<file path="src/rtl/vga_pkg.sv">
// Shared constants for the VGA scan renderer: timing defaults, colours and object geometry.
package vga_pkg;

  localparam int unsigned DefClkDiv  = 2;
  localparam int unsigned DefHActive = 640;
  localparam int unsigned DefHFp     = 16;
  localparam int unsigned DefHSync   = 96;
  localparam int unsigned DefHBp     = 48;
  localparam int unsigned DefVActive = 480;
  localparam int unsigned DefVFp     = 10;
  localparam int unsigned DefVSync   = 2;
  localparam int unsigned DefVBp     = 33;
  localparam int unsigned DefHTotal  = DefHActive + DefHFp + DefHSync + DefHBp;
  localparam int unsigned DefVTotal  = DefVActive + DefVFp + DefVSync + DefVBp;

  localparam int unsigned PadHw = 25;
  localparam int unsigned PadHh = 33;
  localparam int unsigned BallW = 12;
  localparam int unsigned BallH = 17;

  localparam logic [11:0] ColP1Win = 12'hF00;
  localparam logic [11:0] ColP2Win = 12'h00F;
  localparam logic [11:0] ColBall  = 12'hFFF;
  localparam logic [11:0] ColP1    = 12'hF80;
  localparam logic [11:0] ColP2    = 12'h08F;
  localparam logic [11:0] ColLine  = 12'h444;
  localparam logic [11:0] ColBg    = 12'h000;

  localparam logic [2:0] WinP1 = 3'd1;
  localparam logic [2:0] WinP2 = 3'd2;

  typedef struct packed {
    logic [9:0] x;
    logic [8:0] y;
  } pos_t;

  localparam pos_t RstP1   = '{x: 10'd80,  y: 9'd240};
  localparam pos_t RstP2   = '{x: 10'd560, y: 9'd240};
  localparam pos_t RstBall = '{x: 10'd320, y: 9'd240};

  // Inclusive span around a centre; the lower bound clamps at zero instead of wrapping.
  function automatic logic in_span(logic [10:0] v, logic [10:0] ctr, logic [10:0] half);
    logic [10:0] lo;
    lo = (ctr >= half) ? ctr - half : 11'd0;
    return (v >= lo) && (v <= ctr + half);
  endfunction

endpackage

</file>
<file path="src/rtl/vga_timing_gen.sv">
// Pixel-enable divider, horizontal/vertical scan counters and sync/active decode.
module vga_timing_gen
  import vga_pkg::*;
#(
  parameter int unsigned ClkDiv  = DefClkDiv,
  parameter int unsigned HActive = DefHActive,
  parameter int unsigned HFp     = DefHFp,
  parameter int unsigned HSync   = DefHSync,
  parameter int unsigned HBp     = DefHBp,
  parameter int unsigned VActive = DefVActive,
  parameter int unsigned VFp     = DefVFp,
  parameter int unsigned VSync   = DefVSync,
  parameter int unsigned VBp     = DefVBp
) (
  input  logic       clk_i,
  input  logic       rst_i,
  output logic       pix_en_o,
  output logic [9:0] hc_o,
  output logic [9:0] vc_o,
  output logic [9:0] vc_next_o,
  output logic       frame_end_o,
  output logic       hsync_o,
  output logic       vsync_o,
  output logic       active_o
);

  localparam int unsigned DivW = (ClkDiv > 1) ? $clog2(ClkDiv) : 1;
  localparam logic [DivW-1:0] DivMax = DivW'(ClkDiv - 1);
  localparam logic [9:0] HLast      = 10'(HActive + HFp + HSync + HBp - 1);
  localparam logic [9:0] VLast      = 10'(VActive + VFp + VSync + VBp - 1);
  localparam logic [9:0] HAct       = 10'(HActive);
  localparam logic [9:0] VAct       = 10'(VActive);
  localparam logic [9:0] HSyncStart = 10'(HActive + HFp);
  localparam logic [9:0] HSyncEnd   = 10'(HActive + HFp + HSync);
  localparam logic [9:0] VSyncStart = 10'(VActive + VFp);
  localparam logic [9:0] VSyncEnd   = 10'(VActive + VFp + VSync);

  logic [DivW-1:0] div_q, div_d;
  logic [9:0]      hc_q, hc_d, vc_q, vc_d;
  logic            pix_en, h_wrap;

  always_comb begin
    pix_en = (div_q == DivMax);
    div_d  = pix_en ? '0 : div_q + 1'b1;
    h_wrap = (hc_q == HLast);
    hc_d   = hc_q;
    vc_d   = vc_q;
    if (pix_en) begin
      hc_d = h_wrap ? 10'd0 : hc_q + 10'd1;
      if (h_wrap) begin
        vc_d = (vc_q == VLast) ? 10'd0 : vc_q + 10'd1;
      end
    end
  end

  always_ff @(posedge clk_i) begin
    if (rst_i) begin
      div_q <= '0;
      hc_q  <= '0;
      vc_q  <= '0;
    end else begin
      div_q <= div_d;
      hc_q  <= hc_d;
      vc_q  <= vc_d;
    end
  end

  always_comb begin
    pix_en_o    = pix_en;
    hc_o        = hc_q;
    vc_o        = vc_q;
    vc_next_o   = vc_d;
    frame_end_o = pix_en && h_wrap && (vc_q == VAct - 10'd1);
    hsync_o     = !((hc_q >= HSyncStart) && (hc_q < HSyncEnd));
    vsync_o     = !((vc_q >= VSyncStart) && (vc_q < VSyncEnd));
    active_o    = (hc_q < HAct) && (vc_q < VAct);
  end

endmodule

</file>
<file path="src/rtl/vga_scan_renderer.sv">
// VGA scan-out for pong: per-frame object snapshots, colour priority and a pixel-aligned
// output register stage on top of vga_timing_gen.
module vga_scan_renderer
  import vga_pkg::*;
#(
  parameter int unsigned ClkDiv  = DefClkDiv,
  parameter int unsigned HActive = DefHActive,
  parameter int unsigned HFp     = DefHFp,
  parameter int unsigned HSync   = DefHSync,
  parameter int unsigned HBp     = DefHBp,
  parameter int unsigned VActive = DefVActive,
  parameter int unsigned VFp     = DefVFp,
  parameter int unsigned VSync   = DefVSync,
  parameter int unsigned VBp     = DefVBp
) (
  input  logic        clk_i,
  input  logic        rst_i,
  input  logic [9:0]  p1_xref_i,
  input  logic [8:0]  p1_yref_i,
  input  logic [9:0]  p2_xref_i,
  input  logic [8:0]  p2_yref_i,
  input  logic [9:0]  ball_x_i,
  input  logic [8:0]  ball_y_i,
  input  logic [2:0]  winner_i,
  output logic        hsync_o,
  output logic        vsync_o,
  output logic        active_o,
  output logic [9:0]  pix_x_o,
  output logic [8:0]  pix_y_o,
  output logic [11:0] rgb_o,
  output logic        screen_end_o,
  output logic        frame_pulse_o
);

  localparam logic [9:0] VAct    = 10'(VActive);
  localparam logic [9:0] CenterX = 10'(HActive / 2 - 1);

  logic       pix_en, frame_end, hsync, vsync, active;
  logic [9:0] hc, vc, vc_next;

  vga_timing_gen #(
    .ClkDiv  (ClkDiv),
    .HActive (HActive),
    .HFp     (HFp),
    .HSync   (HSync),
    .HBp     (HBp),
    .VActive (VActive),
    .VFp     (VFp),
    .VSync   (VSync),
    .VBp     (VBp)
  ) u_timing (
    .clk_i       (clk_i),
    .rst_i       (rst_i),
    .pix_en_o    (pix_en),
    .hc_o        (hc),
    .vc_o        (vc),
    .vc_next_o   (vc_next),
    .frame_end_o (frame_end),
    .hsync_o     (hsync),
    .vsync_o     (vsync),
    .active_o    (active)
  );

  pos_t        p1_q, p2_q, ball_q;
  logic [2:0]  winner_q;
  logic        hsync_q, vsync_q, active_q, screen_end_q, frame_pulse_q;
  logic [9:0]  pix_x_q;
  logic [8:0]  pix_y_q;
  logic [11:0] rgb_q, rgb_d;
  logic [10:0] x, y;
  logic        hit_ball, hit_p1, hit_p2, hit_line;

  always_comb begin
    x        = {1'b0, hc};
    y        = {1'b0, vc};
    hit_ball = (x >= {1'b0, ball_q.x}) && (x < {1'b0, ball_q.x} + 11'(BallW)) &&
               (y >= {2'b0, ball_q.y}) && (y < {2'b0, ball_q.y} + 11'(BallH));
    hit_p1   = in_span(x, {1'b0, p1_q.x}, 11'(PadHw)) && in_span(y, {2'b0, p1_q.y}, 11'(PadHh));
    hit_p2   = in_span(x, {1'b0, p2_q.x}, 11'(PadHw)) && in_span(y, {2'b0, p2_q.y}, 11'(PadHh));
    hit_line = ((hc == CenterX) || (hc == CenterX + 10'd1)) && !vc[3];
    rgb_d    = ColBg;
    if (active) begin
      if (winner_q == WinP1)      rgb_d = ColP1Win;
      else if (winner_q == WinP2) rgb_d = ColP2Win;
      else if (hit_ball)          rgb_d = ColBall;
      else if (hit_p1)            rgb_d = ColP1;
      else if (hit_p2)            rgb_d = ColP2;
      else if (hit_line)          rgb_d = ColLine;
    end
  end

  // Snapshots only move at the start of vblank so a frame never mixes old and new positions.
  always_ff @(posedge clk_i) begin
    if (rst_i) begin
      hsync_q       <= 1'b1;
      vsync_q       <= 1'b1;
      active_q      <= 1'b0;
      pix_x_q       <= '0;
      pix_y_q       <= '0;
      rgb_q         <= '0;
      screen_end_q  <= 1'b0;
      frame_pulse_q <= 1'b0;
      p1_q          <= RstP1;
      p2_q          <= RstP2;
      ball_q        <= RstBall;
      winner_q      <= '0;
    end else begin
      if (pix_en) begin
        hsync_q      <= hsync;
        vsync_q      <= vsync;
        active_q     <= active;
        pix_x_q      <= hc;
        pix_y_q      <= vc[8:0];
        rgb_q        <= rgb_d;
        screen_end_q <= (vc_next >= VAct);
      end
      frame_pulse_q <= frame_end;
      if (frame_end) begin
        p1_q     <= '{x: p1_xref_i, y: p1_yref_i};
        p2_q     <= '{x: p2_xref_i, y: p2_yref_i};
        ball_q   <= '{x: ball_x_i, y: ball_y_i};
        winner_q <= winner_i;
      end
    end
  end

  always_comb begin
    hsync_o       = hsync_q;
    vsync_o       = vsync_q;
    active_o      = active_q;
    pix_x_o       = pix_x_q;
    pix_y_o       = pix_y_q;
    rgb_o         = rgb_q;
    screen_end_o  = screen_end_q;
    frame_pulse_o = frame_pulse_q;
  end

endmodule

</file>
<file path="config.mk">
export PLATFORM = sky130hd
export DESIGN_NAME = vga_scan_renderer
export DESIGN_NICKNAME = d
export VERILOG_FILES = /design/src/rtl/vga_pkg.sv /design/src/rtl/vga_timing_gen.sv /design/src/rtl/vga_scan_renderer.sv
export SDC_FILE = /design/constraint.sdc
export NUM_CORES = 1
export LEC_CHECK = 0
export ABC_AREA = 0
export BUFFER_PORTS_ARGS = -buffer_cell sky130_fd_sc_hd__buf_2
export CAP_MARGIN = 10
export CORE_MARGIN = 2
export CORE_UTILIZATION = 25
export DETAILED_ROUTE_END_ITERATION = 7
export GPL_TIMING_DRIVEN = 0
export HOLD_SLACK_MARGIN = 0.12
export PLACE_DENSITY = 0.38
export SETUP_SLACK_MARGIN = 0.15
export SLEW_MARGIN = 20
export SYNTH_ARGS = -nofsm -noshare
export SYNTH_HDL_FRONTEND = slang
export SYNTH_HIERARCHICAL = 1
export SYNTH_SLANG_ARGS = --single-unit
export TNS_END_PERCENT = 100
</file>
<file path="constraint.sdc">
create_clock -name clk_i -period 4.6 [get_ports clk_i]
set_input_delay 0.92 -clock clk_i [delete_from_list [all_inputs] [get_ports clk_i]]
set_output_delay 0.92 -clock clk_i [all_outputs]
set_load 0.005 [all_outputs]
</file>
# [After elaboration in Yosys (flattened, before gate mapping)]
# Index checks and enable logic that the tools add are counted.
[word_totals] ff_bits=117 latch_bits=0 ram_bits=0 mem_bits_ro=0 in_bits=62 out_inout_bits=36 elab_cells=96 mem_count=0
[classes] add_sub_neg=13 n_mul=0 div=0 magnitude_cmp=23 n_eq_ne=7 shifts=0 mux=15 n_bitwise=0 reduce_logical=20
[op_table] op="2-to-1 mux 11 bit" n=6
[op_table] op="2-to-1 mux 12 bit" n=5
[op_table] op="greater-or-equal comparator 10 x 11 -> 1 bit" n=4
[op_table] op="2-to-1 mux 10 bit" n=4
[op_table] op="== test 10 x 9 -> 1 bit (second input constant)" n=3
[op_table] op="adder 10 x 5 -> 11 bit (second input constant)" n=2
[op_table] op="less-or-equal comparator 10 x 11 -> 1 bit" n=2
[op_table] op="subtractor 10 x 5 -> 11 bit (second input constant)" n=2
[op_table] op="adder 10 x 1 -> 10 bit (second input constant)" n=2
[op_table] op="adder 9 x 6 -> 10 bit (second input constant)" n=2
[op_table] op="== test 10 bit (second input constant)" n=2
[op_table] op="greater-or-equal comparator 10 x 5 -> 1 bit (second input constant)" n=2
[op_table] op="greater-or-equal comparator 10 x 9 -> 1 bit (second input constant)" n=2
[op_table] op="less-or-equal comparator 10 bit" n=2
[op_table] op="< comparator 10 bit (second input constant)" n=2
[op_table] op="< comparator 10 x 9 -> 1 bit (second input constant)" n=2
[op_table] op="subtractor 9 x 6 -> 10 bit (second input constant)" n=2
[op_table] op="greater-or-equal comparator 9 x 6 -> 1 bit (second input constant)" n=2
[op_table] op="logical AND 1 bit" n=15
[op_table] op="adder 10 x 4 -> 11 bit (second input constant)" n=1
[op_table] op="< comparator 10 x 11 -> 1 bit" n=1
[op_table] op="adder 9 x 5 -> 10 bit (second input constant)" n=1
[op_table] op="greater-or-equal comparator 10 bit" n=1
[op_table] op="greater-or-equal comparator 10 bit (second input constant)" n=1
[op_table] op="other kinds (8)" n=10

# [Longest topological paths before layout]
# Gate-level depths: netlist of run 1.
[logic_depth] word_depth=11 mapped_depth=16 depth_no_buf=16

# [Modules after synthesis]
# Netlist of run 1, hierarchy kept.
[modules_own_cells] mod="vga_scan_renderer" n_inst=1 cells_each=915 area_each_um2=7727.4 seq_area_each_um2=1821.7
[modules_own_cells] mod="vga_timing_gen" n_inst=1 cells_each=156 area_each_um2=1311.3 seq_area_each_um2=420.4

# [Worst setup path before layout of run 1]
# Ideal clock, no wire load.
[synth_path] path_type="register -> register" start="register p1_q[11] (netlist name)" end="register rgb_q[10], in the netlist rgb_o[10]" setup_time_ns=0.133 t_arrival_ns=3.053 t_required_ns=4.467 slack_ns=1.414 path_stages_with_launch=15 period_less_slack_ns=3.186 cell_sequence="dfxtp_1 -> clkbuf_1 -> nor3_1 -> nand3b_1 -> o31ai_1 -> and2_1 -> ha_1 -> nand2b_1 -> a21o_1 -> a211oi_1 -> o21ai_0 -> a31oi_4 -> nor2_1 -> a211oi_1 -> o22ai_1"
[synth_between] elab_chain_len=10
[synth_lines] element="start, declared" line_no="vga_scan_renderer.sv:64" text="pos_t p1_q, p2_q, ball_q;"
[synth_lines] element="start signal, assigned" line_no="vga_scan_renderer.sv:103" text="p1_q <= RstP1;"
[synth_lines] element="start signal, assigned" line_no="vga_scan_renderer.sv:119" text="p1_q <= '{x: p1_xref_i, y: p1_yref_i};"
[synth_lines] element="subtractor 10 x 5 -> 11 bit or greater-or-equal comparator 10 x 5 -> 1 bit (tied branches)" line_no="vga_pkg.sv:44" text="lo = (ctr >= half) ? ctr - half : 11'd0;"
[synth_lines] element="2-to-1 mux 11 bit" line_no="vga_pkg.sv:44"
[synth_lines] element="greater-or-equal comparator 10 x 11 -> 1 bit" line_no="vga_pkg.sv:45" text="return (v >= lo) && (v <= ctr + half);"
[synth_lines] element="logical AND 1 bit *" line_no="vga_pkg.sv:45"
[synth_lines] element="logical AND 1 bit *" line_no="vga_scan_renderer.sv:78" text="hit_p1 = in_span(x, {1'b0, p1_q.x}, 11'(PadHw)) && in_span(y, {2'b0, p1_q.y}, 11'(PadHh));"
[synth_lines] element="2-to-1 mux 12 bit *" line_no="vga_scan_renderer.sv:86" text="else if (hit_p1) rgb_d = ColP1;"
[synth_lines] element="2-to-1 mux 12 bit *" line_no="vga_scan_renderer.sv:85" text="else if (hit_ball) rgb_d = ColBall;"
[synth_lines] element="2-to-1 mux 12 bit *" line_no="vga_scan_renderer.sv:84" text="else if (winner_q == WinP2) rgb_d = ColP2Win;"
[synth_lines] element="2-to-1 mux 12 bit *" line_no="vga_scan_renderer.sv:83" text="if (winner_q == WinP1) rgb_d = ColP1Win;"
[synth_lines] element="2-to-1 mux 12 bit *" line_no="vga_scan_renderer.sv:82" text="if (active) begin"
[synth_lines] element="end signal, assigned" line_no="vga_scan_renderer.sv:114" text="rgb_q <= rgb_d;"
[synth_lines] element="end, declared" line_no="vga_scan_renderer.sv:69" text="logic [11:0] rgb_q, rgb_d;"
# Mark *: on every way between the ends. The rest lies on a longest branch, timed or not.
# A chain may end at the register's enable or synchronous reset.

# [Worst setup path in the final report of run 1]
# Ends and elaborated chain as after synthesis.

==> parameters.txt, run 1 <==
Parameter                              Value

Run status
  Status ... finished clean

Detailed routing
  Wire length per cell ... 17.7 µm
  Pre-antenna DRT Iters ... 4
  Initial detailed-routing violation count ... 326
  Post-detailed-route via-to-cell ratio ... 4.76
  WL final ... 29.0 mm
  Post-detailed-route count of antenna-violating nets ... 0
  Drt drc ... 0
  Routed via count ... 7810

Synthesis
  Post-synthesis cell count ... 1066
  Net count after synthesis ... ~1300
  Area of the mapped netlist ... between 9000 and 10000 µm²
  Total of warnings raised by yosys ... 6
  Mean area per synthesized cell ... 8.46 µm²

Layout
  Share of layout cells above drive strength 1 ... 0.126
  Commonest non-fill, non-tap cells in the layout ... sky130_fd_sc_hd__ha_1 (138), sky130_fd_sc_hd__dfxtp_1 (112), sky130_fd_sc_hd__buf_2 (103)
  Most common cell after layout, fill and taps aside ... sky130_fd_sc_hd__ha_1
  Area taken by multi-input logic gates ... 6290 µm²
  Count of nets after finishing ... approximately 1400
  Storage element area ... about 2200 µm²
  Synthesis-to-layout area growth ... 14.9%
  Fill cell total of the finished layout ... 3855
  Number of antenna diodes ... 0

Clock tree
  Clk sinks ... 112
  Worst skew pair latency ... 0.38 ns
  Clock tree from TritonCTS ... built
  Worst-path clk slew ... 0.08 ns
  Cts-stage hold buffer count ... 0
  Clk buf depth ... 2
  Number of levels in the clock H-tree ... 3
  Number of buffers added by the clock tree synthesis step ... 9
  Master cell of the clock root buffer ... sky130_fd_sc_hd__clkbuf_16

Floorplan
  Site row count ... between 60 and 70
  Overall die width ... 194 µm
  Core area ... 35600 µm²
  Initial Util ... 0.254
  DIE AREA ... 37600 µm²
  Top-level I/O count ... 98
  Die outline height ... 194 µm

Global routing
  Vias in the first global route ... 7532
  Pin count of the biggest net entering global routing ... 20
  Initial antenna violation count ... 0
  First-pass GRT wire length ... roughly 45 mm
  Met3 track demand over resource ... 0.0228
  Total grt overflow ... 0
  M2 GR Usage ... 0.260
  Global-route usage over all layers ... 0.153
  Routing usage on met1 ... 0.204
  Busiest metal layer after global routing ... met2

Placement
  Placed wire-length estimate ... 22.3 mm
  Port Buffers ... 97
  Gpl congestion ... ~0.8

STA
  Slew headroom ... 0.300
  Total Neg Setup Slack ... 0 ns
  Setup repair after global routing missed its margin ... no
  Final min period ... 3.97 ns
  Slew Limit Fails ... 0
  Number of hold-slack violations in the final timing report ... 0
  Final critical-path share of the clock period ... 0.862
  Min Hold Slack ... 0.440 ns
  Final-report setup violation count ... 0
  Post-route clock skew ... 0.0100 ns
  Transition time of the tightest slew-check pin ... 1.05 ns
  Max Freq ... 252 MHz

Power
  Max IR drop VDD ... ~120 µV
  Total power ... 1.92 mW
  Leak pwr ... 4.33 nW
  Power Dens Cells ... 185 nW/µm²

Setup path
  Required time worst endpoint ... 4.83 ns
  Sort of element at the end of the critical path ... flip-flop
  Startpoint type of the worst setup path ... flip-flop
  Largest fanout of any net on the critical path ... 9
  Critical path class ... flip-flop to flip-flop
  Arrival @ worst endpoint ... between 4 and 5 ns

Worst hold path
  Hold crit path type ... flip-flop to flip-flop

Job
  # Max-Cap Violations ... 0
==> sequential cells by signal (all words and copies together) (netlist names), 3 cells and up <==
| register | flops |
|---|---|
| p2_q | 19 |
| winner_q | 3 |
| pix_y_o | 9 |
| u_timing/vc_o | 10 |
| u_timing/hc_o | 10 |
| p1_q | 19 |
| pix_x_o | 10 |
| rgb_o | 7 |
| ball_q | 19 |
==> path summary, 6_finish.rpt <==
check             startpoint        end  slack (ns)  cells after the start
setup / recovery    p1_q[11]  rgb_o[10]        0.63                     14
hold / removal      rgb_o[7]   rgb_o[7]        0.44                      2
setup reg to reg    p1_q[11]  rgb_o[10]        0.63                     14
hold reg to reg     rgb_o[7]   rgb_o[7]        0.44                      2
==> area by class of cell <==
cell class | instances | share of cell area
Buffer | 59 | 0.0267
Inverter | 55 | 0.0199
Multi-Input combinational cell | 840 | 0.607
Tap cell | 461 | 0.0556
Clock buffer | 10 | 0.0221
Clock inverter | 6 | 0.00519
Timing Repair Buffer | 97 | 0.0468
Sequential cell | 112 | 0.216
==> per-stage QoR <==
step / cells / util / worst slack (ns) / area (µm²)
final: 1640 / 0.291 / 0.633 / 10400
after floorplan: 1066 / - / 1.41 / 9020
after CTS: 1640 / 0.291 / 0.192 / 10400
after global routing: 1640 / 0.291 / 0.180 / 10400
after detailed placement: 1624 / 0.283 / 0.211 / 10100
after global placement: 1624 / 0.283 / 0.164 / 10100
==> layer usage <==
| metal | vias up | share of wire | wire length (µm) |
|---|---|---|---|
| met2 | 97 | 0.48 | 13900 |
| met5 | - | 0 | 0 |
| met1 | 3661 | 0.48 | 13800 |
| met4 | 0 | 0.013 | 384 |
| met3 | 18 | 0.030 | 883 |
| li1 | 4034 | - | - |
==> power breakdown <==
group / switching [mW] / internal [mW]
Combinational: 0.0738 / 0.0521
Clock: 0.427 / 0.378
Sequential: 0.0122 / 0.974
==> what timing repair did <==
item	CTS	global route
resized for setup	0	3
setup buffers	0	0
endpoints found under the setup margin	0	10
==> critical path: stages (launching register included) <==
cell	delay, ns
sky130_fd_sc_hd__dfxtp_1	0.31
sky130_fd_sc_hd__clkbuf_1	0.35
sky130_fd_sc_hd__nor3_1	0.12
sky130_fd_sc_hd__nand3b_1	0.29
sky130_fd_sc_hd__o31ai_1	0.79
sky130_fd_sc_hd__and2_1	0.23
sky130_fd_sc_hd__ha_1	0.21
sky130_fd_sc_hd__nand2b_1	0.14
sky130_fd_sc_hd__a21o_1	0.17
sky130_fd_sc_hd__a211oi_1	0.22
sky130_fd_sc_hd__o21ai_0	0.20
sky130_fd_sc_hd__a31oi_4	0.27
sky130_fd_sc_hd__nor2_1	0.11
sky130_fd_sc_hd__a211oi_1	0.29
sky130_fd_sc_hd__o22ai_1	0.11
(Power assumes the default switching activity.)
==> run 2, diff against run 1 <==
--- a/config.mk
+++ b/config.mk
@@ -9,11 +9,12 @@
 export BUFFER_PORTS_ARGS = -buffer_cell sky130_fd_sc_hd__buf_2
 export CAP_MARGIN = 10
 export CORE_MARGIN = 2
-export CORE_UTILIZATION = 25
+export CORE_UTILIZATION = 36
+export CTS_BUF_LIST = sky130_fd_sc_hd__clkbuf_8
 export DETAILED_ROUTE_END_ITERATION = 7
 export GPL_TIMING_DRIVEN = 0
 export HOLD_SLACK_MARGIN = 0.12
-export PLACE_DENSITY = 0.38
+export PLACE_DENSITY = 0.5
 export SETUP_SLACK_MARGIN = 0.15
 export SLEW_MARGIN = 20
 export SYNTH_ARGS = -nofsm -noshare
==> parameters.txt, run 2 (synthesized netlist as in run 1, its figures left out) <==
Parameter                              Value

Run status
  Status ... finished clean

STA
  Final-report setup violation count ... 0 (unchanged)
  Final critical-path share of the clock period ... 0.873 (+0.0103)
  Post-route clock skew ... 0.0117 ns (+0.00166 ns)
  Slew headroom ... 0.383 (+0.0827)
  Number of hold-slack violations in the final timing report ... 0 (unchanged)
  Max Freq ... 249 MHz (-1.2%)
  Total Neg Setup Slack ... 0 ns (unchanged)
  Setup repair after global routing missed its margin ... no
  Slew Limit Fails ... 0 (unchanged)
  Transition time of the tightest slew-check pin ... 0.926 ns (-0.124 ns)
  Final min period ... 4.01 ns (+0.0473 ns)

Placement
  Total placed instance area ... 9920 µm² (-1.6%)
  Gpl congestion ... 0.830 (+6.6%)
  Port Buffers ... 97 (unchanged)
  Placed wire-length estimate ... 19.6 mm (-12%)

Detailed routing
  Post-detailed-route count of antenna-violating nets ... 0 (unchanged)
  Drt drc ... 0 (unchanged)
  Routed via count ... 7798 (-0.15%)
  Post-detailed-route via-to-cell ratio ... 5.18 (+8.8%)
  Pre-antenna DRT Iters ... 5 (+1)
  Initial detailed-routing violation count ... 412 (+26%)
  WL final ... 25.5 mm (-12%)
  Wire length per cell ... 17.0 µm (-4.1%)

Clock tree
  Worst-path clk slew ... 0.12 ns (+0.04 ns)
  Post-cts gate resize count ... 0 (unchanged)
  Post-CTS setup buffer count ... 0 (unchanged)
  Cts-stage hold buffer count ... 0 (unchanged)
  Worst skew pair latency ... 0.41 ns (+0.03 ns)
  Number of levels in the clock H-tree ... 3 (unchanged)
  Clock tree from TritonCTS ... built
  Clk buf depth ... 2 (unchanged)
  Number of buffers added by the clock tree synthesis step ... 9 (unchanged)
  Clk sinks ... 112 (unchanged)
  Master cell of the clock root buffer ... sky130_fd_sc_hd__clkbuf_8

Layout
  Most common cell after layout, fill and taps aside ... sky130_fd_sc_hd__ha_1
  Share of layout cells above drive strength 1 ... 0.127 (+0.000740)
  Count of nets after finishing ... 1375 (+0.073%)
  Commonest non-fill, non-tap cells in the layout ... sky130_fd_sc_hd__ha_1 (138), sky130_fd_sc_hd__dfxtp_1 (112), sky130_fd_sc_hd__buf_2 (103)
  Post-layout instance area ... 10100 µm² (-2.1%)
  Synthesis-to-layout area growth ... 12.5%
  Largest registers in the final layout ... ball_q: 19 flops, p1_q: 19 flops, p2_q: 19 flops
  Final standard cell utilization of the core ... 0.415 (+0.123)
  Fill cell total of the finished layout ... 2564 (-33%)

Global routing
  Total grt overflow ... 0 (unchanged)
  Vias in the first global route ... 7489 (-0.57%)
  Initial antenna violation count ... 1 (+1)
  Pin count of the biggest net entering global routing ... 22 (+10%)
  First-pass GRT wire length ... 40.4 mm (-9.6%)
  Global-route usage over all layers ... 0.196 (+0.0431)

Power
  Leak pwr ... 4.31 nW (-0.56%)
  Power Dens Cells ... 176 nW/µm² (-4.9%)
  Max IR drop VDD ... 112 µV (-9.6%)

Floorplan
  Top-level I/O count ... 98 (unchanged)
  Core area ... 24500 µm² (-31%)
  Overall die width ... 162 µm (-16%)
  Initial Util ... 0.369 (+0.115)
  Site row count ... 57 (-17%)
  Die outline height ... 162 µm (-16%)
  DIE AREA ... 26300 µm² (-30%)

Worst hold path
  Hold crit path type ... flip-flop to flip-flop

Setup path
  Startpoint type of the worst setup path ... flip-flop
  Arrival @ worst endpoint ... 4.28 ns (+0.08 ns)
  Critical path class ... flip-flop to flip-flop
  Largest fanout of any net on the critical path ... 13 (+4)
  Sort of element at the end of the critical path ... flip-flop
  Required time worst endpoint ... 4.86 ns (+0.03 ns)

Job
  # Max-Cap Violations ... 0 (unchanged)
## run 2: cell count changes in the layout (fill, tap and decap cells not counted)
cell	before	now
sky130_fd_sc_hd__buf_6	3	4
sky130_fd_sc_hd__bufinv_16	0	1
sky130_fd_sc_hd__clkbuf_1	38	37
sky130_fd_sc_hd__clkbuf_16	9	0
sky130_fd_sc_hd__clkbuf_2	2	1
sky130_fd_sc_hd__clkbuf_8	0	9
sky130_fd_sc_hd__clkdlybuf4s15_1	0	1
sky130_fd_sc_hd__clkinv_2	2	0
sky130_fd_sc_hd__diode_2	0	1
sky130_fd_sc_hd__inv_6	1	2
sky130_fd_sc_hd__inv_8	1	2
## run 2: metrics by stage
step	total power, mW	std cells	hold WS, ns	worst slack [ns]
CTS	1.82	1504	0.456	0.263
floorplan	1.07	1066	0.435	1.41
global placement	1.13	1487	0.433	0.302
global route	1.86	1505	0.519	0.255
finish	1.79	1505	0.454	0.586
detailed placement	1.13	1488	0.431	0.277
## run 2: final cells by class
class / count / area [µm²] / share of cell area
antenna: 1 / 2.50 / 0.000247
multi-input combinational: 840 / 6290 / 0.620
inverter: 55 / 206 / 0.0203
tap: 324 / 405 / 0.0400
sequential: 112 / 2240 / 0.221
timing repair buffer: 98 / 497 / 0.0490
clock buffer: 9 / 124 / 0.0122
buffer: 59 / 282 / 0.0277
clock inverter: 7 / 93.8 / 0.00925
## run 2: layer usage
layer  track usage  wire (µm)  part of all wire  vias to the layer above
met5             0          0                 0                        -
met4        0.0543        539             0.021                        0
met3        0.0250        768             0.030                       28
met2         0.333      11800              0.46                      106
met1         0.262      12400              0.48                     3627
li1              -          -                 -                     4037
## run 2: report_power, final
group          leakage (nW)  internal [mW]  total, mW  switching [mW]
clock network         0.107          0.269      0.677           0.408
registers             0.904          0.975      0.987          0.0126
logic                  3.30         0.0519      0.122          0.0699
## run 2: critical path, cell delays in order, from the launching register on
cell and delay (ns):
sky130_fd_sc_hd__dfxtp_1 0.73, sky130_fd_sc_hd__ha_1 0.32, sky130_fd_sc_hd__and4_1 0.31, sky130_fd_sc_hd__and3_1 0.21
sky130_fd_sc_hd__buf_6 0.15, sky130_fd_sc_hd__buf_6 0.15, sky130_fd_sc_hd__nand3_1 0.11, sky130_fd_sc_hd__nor3_2 0.16
sky130_fd_sc_hd__clkbuf_1 0.23, sky130_fd_sc_hd__clkdlybuf4s15_1 0.72, sky130_fd_sc_hd__clkbuf_2 0.47, sky130_fd_sc_hd__mux2i_1 0.23
sky130_fd_sc_hd__nand2_1 0.06
## run 2: path summary, 6_finish.rpt
check | end | start | depth (start not counted) | slack (ns)
min | rgb_o[7] | rgb_o[7] | 2 | 0.45
max reg2reg | p2_q[14] | u_timing/hc_o[1] | 12 | 0.59
min reg2reg | rgb_o[7] | rgb_o[7] | 2 | 0.45
max | p2_q[14] | u_timing/hc_o[1] | 12 | 0.59
